--- src/rtl/rv32i_pkg.sv ---
`default_nettype none
// ============================================================================
//  Module   : rv32i_pkg
//  Purpose  : Shared constants for the RV32I instruction sequencer:
//             base opcodes, sequencer state encoding, instruction size and
//             a helper classifying opcodes that go straight to execute.
//  Revision : 1.0  initial release
// ============================================================================
package rv32i_pkg;

  // Base RV32I major opcodes handled by the sequencer
  localparam logic [6:0] OP_R      = 7'b0110011;
  localparam logic [6:0] OP_I_COMP = 7'b0010011;
  localparam logic [6:0] OP_LD     = 7'b0000011;
  localparam logic [6:0] OP_S      = 7'b0100011;
  localparam logic [6:0] OP_B      = 7'b1100011;

  localparam int unsigned INS_BYTES = 4;

  typedef enum logic [2:0] {
    ST_IDLE   = 3'd0,
    ST_FETCH  = 3'd1,
    ST_DECODE = 3'd2,
    ST_LDMEM  = 3'd3,
    ST_EXEC   = 3'd4,
    ST_STMEM  = 3'd5,
    ST_COMMIT = 3'd6,
    ST_FAULT  = 3'd7
  } seq_state_e;

  // Opcodes that need no operand load before the exec strobe. Stores go
  // through exec first so the unit can produce address/data.
  function automatic logic is_exec_op(input logic [6:0] op);
    return (op == OP_R) || (op == OP_I_COMP) || (op == OP_S) || (op == OP_B);
  endfunction

endpackage
`default_nettype wire

--- src/rtl/ins_seq_timer.sv ---
`default_nettype none
// ============================================================================
//  Module   : ins_seq_timer
//  Purpose  : Memory-handshake wait counter. Cleared while clr_i is high,
//             counts cycles while en_i is high. expire_o flags the last
//             permitted waiting cycle (count == LIMIT-1).
//  Ports    : clk_i, rst_i (async, active-high), clr_i, en_i, expire_o
//  Revision : 1.0  initial release
// ============================================================================
module ins_seq_timer #(
  parameter int unsigned LIMIT = 16
) (
  input  logic clk_i,
  input  logic rst_i,
  input  logic clr_i,
  input  logic en_i,
  output logic expire_o
);

  localparam int unsigned CW = $clog2(LIMIT + 1);

  logic [CW-1:0] count_q;

  always_ff @(posedge clk_i or posedge rst_i) begin
    if (rst_i) begin
      count_q <= '0;
    end else if (clr_i) begin
      count_q <= '0;
    end else if (en_i) begin
      count_q <= count_q + CW'(1);
    end
  end

  // Asserted during the LIMIT-th waiting cycle; if no ack arrives in that
  // cycle the sequencer faults on the same edge.
  assign expire_o = (count_q == CW'(LIMIT - 1));

endmodule
`default_nettype wire

--- src/rtl/ins_seq_ctrl.sv ---
`default_nettype none
// ============================================================================
//  Module   : ins_seq_ctrl
//  Purpose  : Multi-cycle RV32I sequencer. Fetches, latches the instruction
//             for the decoder, strobes the execute unit, runs the data
//             memory handshake and commits PC / register-file writes.
//  Ports    : sys_clk, sys_rst (async, active-high), run,
//             imem_req/addr/ack/rdata, ins_word, dec_op, exec_op,
//             ex_reg_w_op/ex_mem_w_op/ex_pc_w_op/ex_pc_w_val,
//             dmem_req/we/ack, rf_we, pc, halted, fault
//             [perf_cycle, perf_retire when INS_SEQ_PERF_CNT_EN is defined]
//  Config   : INS_SEQ_PERF_CNT_EN - adds cycle / retire performance counters
//  Revision : 1.0  initial release
// ============================================================================
module ins_seq_ctrl
  import rv32i_pkg::*;
#(
  parameter logic [31:0] RESET_PC    = 32'h0000_0000,
  parameter int unsigned MEM_TIMEOUT = 16
) (
  input  logic        sys_clk,
  input  logic        sys_rst,
  input  logic        run,
  output logic        imem_req,
  output logic [31:0] imem_addr,
  input  logic        imem_ack,
  input  logic [31:0] imem_rdata,
  output logic [31:0] ins_word,
  input  logic [6:0]  dec_op,
  output logic        exec_op,
  input  logic        ex_reg_w_op,
  input  logic        ex_mem_w_op,
  input  logic        ex_pc_w_op,
  input  logic [31:0] ex_pc_w_val,
  output logic        dmem_req,
  output logic        dmem_we,
  input  logic        dmem_ack,
  output logic        rf_we,
  output logic [31:0] pc,
  output logic        halted,
`ifdef INS_SEQ_PERF_CNT_EN
  output logic [31:0] perf_cycle,
  output logic [31:0] perf_retire,
`endif
  output logic        fault
);

  seq_state_e  state_q;
  logic [31:0] pc_q;
  logic [31:0] ins_word_q;
  logic        imem_req_q;
  logic        dmem_req_q;
  logic        dmem_we_q;
  logic        exec_op_q;
  logic        rf_we_q;
  logic        halted_q;
  logic        fault_q;
  // Exec results captured when leaving EXEC, used at COMMIT
  logic        reg_w_q;
  logic        pc_w_q;
  logic [31:0] pc_val_q;

  logic [31:0] pc_d;
  logic        mem_wait;
  logic        mem_ack;
  logic        tmr_clr;
  logic        tmr_en;
  logic        tmr_expire;

  assign pc_d = pc_w_q ? pc_val_q : (pc_q + 32'(INS_BYTES));

  // Wait states are never adjacent, so holding the timer clear in every
  // other state guarantees a zero count on entry to each handshake.
  assign mem_wait = (state_q == ST_FETCH) || (state_q == ST_LDMEM) ||
                    (state_q == ST_STMEM);
  assign mem_ack  = (state_q == ST_FETCH) ? imem_ack : dmem_ack;
  assign tmr_clr  = !mem_wait || mem_ack;
  assign tmr_en   = mem_wait && !mem_ack;

  ins_seq_timer #(
    .LIMIT (MEM_TIMEOUT)
  ) u_timer (
    .clk_i    (sys_clk),
    .rst_i    (sys_rst),
    .clr_i    (tmr_clr),
    .en_i     (tmr_en),
    .expire_o (tmr_expire)
  );

  always_ff @(posedge sys_clk or posedge sys_rst) begin
    if (sys_rst) begin
      state_q    <= ST_IDLE;
      pc_q       <= RESET_PC;
      ins_word_q <= '0;
      imem_req_q <= 1'b0;
      dmem_req_q <= 1'b0;
      dmem_we_q  <= 1'b0;
      exec_op_q  <= 1'b0;
      rf_we_q    <= 1'b0;
      halted_q   <= 1'b1;
      fault_q    <= 1'b0;
      reg_w_q    <= 1'b0;
      pc_w_q     <= 1'b0;
      pc_val_q   <= '0;
    end else begin
      // Single-cycle strobes default low
      exec_op_q <= 1'b0;
      rf_we_q   <= 1'b0;
      case (state_q)
        ST_IDLE: begin
          if (run) begin
            state_q    <= ST_FETCH;
            imem_req_q <= 1'b1;
            halted_q   <= 1'b0;
          end
        end
        ST_FETCH: begin
          if (imem_ack) begin
            ins_word_q <= imem_rdata;
            imem_req_q <= 1'b0;
            state_q    <= ST_DECODE;
          end else if (tmr_expire) begin
            imem_req_q <= 1'b0;
            fault_q    <= 1'b1;
            halted_q   <= 1'b1;
            state_q    <= ST_FAULT;
          end
        end
        ST_DECODE: begin
          if (dec_op == OP_LD) begin
            dmem_req_q <= 1'b1;
            dmem_we_q  <= 1'b0;
            state_q    <= ST_LDMEM;
          end else if (is_exec_op(dec_op)) begin
            exec_op_q <= 1'b1;
            state_q   <= ST_EXEC;
          end else begin
            fault_q  <= 1'b1;
            halted_q <= 1'b1;
            state_q  <= ST_FAULT;
          end
        end
        ST_LDMEM: begin
          if (dmem_ack) begin
            dmem_req_q <= 1'b0;
            exec_op_q  <= 1'b1;
            state_q    <= ST_EXEC;
          end else if (tmr_expire) begin
            dmem_req_q <= 1'b0;
            fault_q    <= 1'b1;
            halted_q   <= 1'b1;
            state_q    <= ST_FAULT;
          end
        end
        ST_EXEC: begin
          // Exec unit registered its results on the negedge of this cycle
          reg_w_q  <= ex_reg_w_op;
          pc_w_q   <= ex_pc_w_op;
          pc_val_q <= ex_pc_w_val;
          if (ex_mem_w_op) begin
            dmem_req_q <= 1'b1;
            dmem_we_q  <= 1'b1;
            state_q    <= ST_STMEM;
          end else begin
            rf_we_q <= ex_reg_w_op;
            state_q <= ST_COMMIT;
          end
        end
        ST_STMEM: begin
          if (dmem_ack) begin
            dmem_req_q <= 1'b0;
            dmem_we_q  <= 1'b0;
            rf_we_q    <= reg_w_q;
            state_q    <= ST_COMMIT;
          end else if (tmr_expire) begin
            dmem_req_q <= 1'b0;
            dmem_we_q  <= 1'b0;
            fault_q    <= 1'b1;
            halted_q   <= 1'b1;
            state_q    <= ST_FAULT;
          end
        end
        ST_COMMIT: begin
          pc_q <= pc_d;
          if (run) begin
            imem_req_q <= 1'b1;
            state_q    <= ST_FETCH;
          end else begin
            halted_q <= 1'b1;
            state_q  <= ST_IDLE;
          end
        end
        ST_FAULT: begin
          // Sticky until reset
          state_q <= ST_FAULT;
        end
        default: begin
          fault_q  <= 1'b1;
          halted_q <= 1'b1;
          state_q  <= ST_FAULT;
        end
      endcase
    end
  end

  assign imem_req  = imem_req_q;
  assign imem_addr = pc_q;
  assign ins_word  = ins_word_q;
  assign exec_op   = exec_op_q;
  assign dmem_req  = dmem_req_q;
  assign dmem_we   = dmem_we_q;
  assign rf_we     = rf_we_q;
  assign pc        = pc_q;
  assign halted    = halted_q;
  assign fault     = fault_q;

`ifdef INS_SEQ_PERF_CNT_EN
  logic [31:0] perf_cycle_q;
  logic [31:0] perf_retire_q;

  always_ff @(posedge sys_clk or posedge sys_rst) begin
    if (sys_rst) begin
      perf_cycle_q  <= '0;
      perf_retire_q <= '0;
    end else begin
      if ((state_q != ST_IDLE) && (state_q != ST_FAULT)) begin
        perf_cycle_q <= perf_cycle_q + 32'd1;
      end
      if (state_q == ST_COMMIT) begin
        perf_retire_q <= perf_retire_q + 32'd1;
      end
    end
  end

  assign perf_cycle  = perf_cycle_q;
  assign perf_retire = perf_retire_q;
`endif

endmodule
`default_nettype wire

--- config.mk ---
export PLATFORM = sky130hd
export DESIGN_NAME = ins_seq_ctrl
export DESIGN_NICKNAME = d
export VERILOG_FILES = /design/src/rtl/rv32i_pkg.sv /design/src/rtl/ins_seq_timer.sv /design/src/rtl/ins_seq_ctrl.sv
export SDC_FILE = /design/constraint.sdc
export NUM_CORES = 1
export LEC_CHECK = 0
export ABC_AREA = 1
export BUFFER_PORTS_ARGS = -buffer_cell sky130_fd_sc_hd__buf_4
export CORE_MARGIN = 2
export CORE_UTILIZATION = 36
export DETAILED_ROUTE_END_ITERATION = 10
export GPL_ROUTABILITY_DRIVEN = 0
export SLEW_MARGIN = 20
export SYNTH_ARGS = -nofsm -noshare
export SYNTH_HDL_FRONTEND = slang
export SYNTH_SLANG_ARGS = --single-unit
--- constraint.sdc ---
create_clock -name sys_clk -period 9 [get_ports sys_clk]
set_input_delay 1.8 -clock sys_clk [delete_from_list [all_inputs] [get_ports sys_clk]]
set_output_delay 1.8 -clock sys_clk [all_outputs]
set_load 0.005 [all_outputs]
==> results.md <==
Worst setup path:
- The number of buffers and inverters on the critical path is 1.
- The worst setup path is captured at a primary output.
- The cell with the biggest individual delay on the critical path is dfrtp_1.
- The worst endpoint data arrival time is 1120 ps.
- The type of the worst setup path is flop to primary output.
- STA puts the critical path data required time at about 7200 ps.
- The cell family contributing the most delay on the critical path is flip-flops.
- The signal on the critical path passes through buf_4.
- For this run, the slowest stage of the critical path takes roughly 520 ps.
- Of all nets on the critical path, the largest fanout is 8.
- The type of element launching the critical path is a flop.

Placed design:
- The half-perimeter wire length of the detailed placement result is between 10 and 15 mm.
- During placement, the flow inserted port buffers numbering 181.
- At the placement stage, the worst setup path has a slack of 5760 ps.
- Once placement finished, the instance area stood at 7170 µm².

CTS:
- The clock input transition at the sequential cells of the worst setup and hold paths is 50 ps.
- The later pin in the worst-skew pair is clocked with a latency of 410 ps.
- The clock tree from TritonCTS is yes.
- The number of instances resized during post-cts repair is 0.
- The clock tree synthesis step divided the H-tree into 4 levels.
- The largest buffer count on any clock path is 2.
- The count of clock tree sinks is between 100 and 150.
- The count of buffers added by post-CTS timing repair for setup is 0.
- The clock tree root buffer cell is clkbuf_16.
- The number of buffers created by CTS is 17.
- Hold repair after CTS inserted 0 buffers.

Synth:
- Yosys instantiated no cell more often than nand2_1.
- The portion of synthesized cell area occupied by the leading cell type is 0.475.
- The library cell with the largest summed area after synthesis is dfrtp_1.
- The Yosys step of the flow raised 0 warnings.
- The sequential-to-total area share from yosys stat is 0.479.
- The number of nets handed over by synthesis was approximately 880.
- By count the netlist is led by 368 x nand2_1, 112 x dfrtp_1, 68 x nor2_1, 47 x inv_1, 37 x buf_4.
- The number of distinct library cell variants in the gate-level netlist after synthesis is 40.
- The mapped cell area is 5900 µm².
- The number of cells produced by synthesis is 794.
- The number of storage elements in the synthesis netlist is 113.
- The average cell area after synthesis is roughly 7.4 µm².
- By area the synthesized netlist is led by dfrtp_1 47%, nand2_1 23%, buf_4 4.7%.
- In the synthesized netlist the dominant register cell turns out to be dfrtp_1.
- For this run, asynchronously set or reset flops after synthesis account for 1.00.
- Yosys mapped a number of flops with a built-in enable equal to 0.

Global routing:
- The first global-routing pass estimated 26.6 mm of wire.
- Entering global routing, the biggest net connects 65 pins.
- The initial antenna violation count is 0.
- The via count of the first global-routing pass came to 5382.
- The total grt overflow is 0.
- The total routing resource utilization after global routing is 0.190.

Pwr:
- The static leakage is 4.10 nW.
- VDD sags by at most approximately 0.15 mV.
- Internal power comes to 0.00103 W.
- The switching part of the total power is 0.202.
- The clock network fraction of design power is 0.576.
- The power share of the combinational group is 0.030.
- The share of total power dissipated in sequential elements is 0.394.
- The analysis attributes to net switching a power of 0.000261 W.
- In this run the power density over the cells is 165 nW/µm².

Layout:
- At the end of the flow, the number of nets in the layout was a little over 1000.
- Relative to the synthesized area, the layout overhead comes to 32.6%.
- The number of antenna diodes in the final layout is 0.
- Of the cells placed in the final design, the portion with a size suffix greater than 1 is 0.251.
- Summing all non-filler instances in the final layout gives an area of 7830 µm².

Routing:
- The pre-antenna-repair detailed-routing pass consisted of 5 iterations.
- For this block, the routed nets add up to 16.2 mm of wire.
- The total length of routed met2 wires is 7.33 mm.
- The vias after detailed routing is about 5500.
- In the routed design, unresolved DRC markers number 0.
- The length of routed met3 wiring is between 1 and 1.5 mm.
- In the final routing, the length of wire on met1 measures 7.41 mm.
- The starting DRC count in detailed routing is 381.
- The count of nets left with antenna violations once routing finished came out at 0.
- The highest routing layer actually used is met4.
- The average vias per placed instance is 4.70.
- The average wire length per cell after detail routing is 13.8 µm.

STA:
- In this run the tightest slew margin relative to its limit is 0.408.
- Setup repair after global routing left no endpoint under its margin.
- The smallest setup slack after layout is 6080 ps.
- Dividing the final minimum period by the clock period gives 0.324.
- Setup violations remaining at the end of the flow were counted as 0.
- The number of endpoints with negative hold slack in the final report came to 0.
- The setup TNS is 0 ps.
- For the pin with the worst max-slew slack, the measured transition is 887 ps.
- The max-slew violation total from the final report is 0.
- Static timing analysis puts the maximum clock frequency at 342 MHz.
- The worst clock skew is 7.81 ps.
- The clock period could shrink to approximately 3000 ps.

Floorplanning:
- The core region area is 15900 µm².
- 182 I/O pins were placed.
- The starting utilization of the core area is 0.370.
- The die is 132 µm tall.
- The die boundary width is 132 µm.
- The full die area is ~17000 µm².
- The initialized floorplan defines 46 standard-cell rows.

Min path:
- The min-delay analysis places its worst path in the category flop to flop.

Run status:
- The flow ran to the end, and the final reports show no timing, DRC or antenna violations.

Flow run:
- Across the run, the number of max-cap violations was 0.
cell families (layout without fill, tap and decap cells):
kind of cell               Yosys count  in the layout  share of synthesized area
xor gates and xnor gates             2              2                    0.00297
buffers and inverters              109            268                     0.0967
adders and majority gates            3              3                    0.00636
AOI/OAI and AO/OA                   60             60                     0.0615
and+or+nand+nor                    507            507                      0.353
DFF                                113            113                      0.479
power groups by stage:
| stage | clock (W) | sequential (W) | combinational (W) |
|---|---|---|---|
| finish | 0.000742 | 0.000508 | 0.0000389 |
| global route | 0.000780 | 0.000508 | 0.0000436 |
| CTS | 0.000753 | 0.000508 | 0.0000402 |
| detailed placement | 0 | 0.000517 | 0.0000401 |
| global placement | 0 | 0.000517 | 0.0000402 |
| floorplan | 0 | 0.000517 | 0.00000890 |
state kept, by name, indices dropped and copies added (netlist names), 3 cells and up:
name / cells
imem_addr: 32
ins_word: 32
pc_val_q: 32
u_timer.count_q: 5
state_q: 3
metrics by stage:
step	utilization	cells	power, W	hold slack (ps)
finish	0.491	1169	0.00129	460
global route	0.491	1169	0.00133	474
CTS	0.491	1169	0.00130	465
detailed placement	0.450	1137	0.000557	454
global placement	0.450	1137	0.000557	454
floorplan	-	794	0.000526	432
cell type report:
| cell class | count | area, µm² |
|---|---|---|
| timing repair buffer | 182 | 1370 |
| fill | 1581 | 8120 |
| clock buffer | 19 | 443 |
| tap | 216 | 270 |
| clock inverter | 13 | 208 |
| inverter | 54 | 205 |
| multi-input combinational | 572 | 2500 |
| sequential | 113 | 2830 |
cells in the final DEF, fill, tap and decap left out, drive strengths merged, types with 2 or more instances in the layout:
cell        n
nand3      31
nor2       74
bufinv      5
xor2        2
clkinv      3
o221a       2
a211oi      5
inv        55
nand4      11
clkinvlp    4
ha          3
clkbuf     19
o22ai       2
nor3b       3
a21oi      16
nand2     375
nand3b      6
buf       182
nor3        5
o21ai      25
or2         2
dfrtp     112
a22oi       5
worst paths after layout:
| kind | startpoint | cells past startpoint | slack (ps) | endpoint |
|---|---|---|---|---|
| max | imem_addr[10] | 1 | 6080 | imem_addr[10] |
| min | u_timer.count_q[0] | 1 | 460 | u_timer.count_q[0] |
| max reg2reg | state_q[1] | 7 | 6680 | state_q[0] |
| min reg2reg | u_timer.count_q[0] | 1 | 460 | u_timer.count_q[0] |
| max in group asynchronous | sys_rst | 3 | 6270 | imem_addr[16] |
| min in group asynchronous | sys_rst | 2 | 1540 | ins_word[13] |
metal layers:
layer	GRT usage	up-vias
met4	0.0483	0
li1	-	2763
met2	0.296	192
met5	0	-
met3	0.0657	18
met1	0.255	2517
Note: power is estimated with default switching activity, not from simulation.
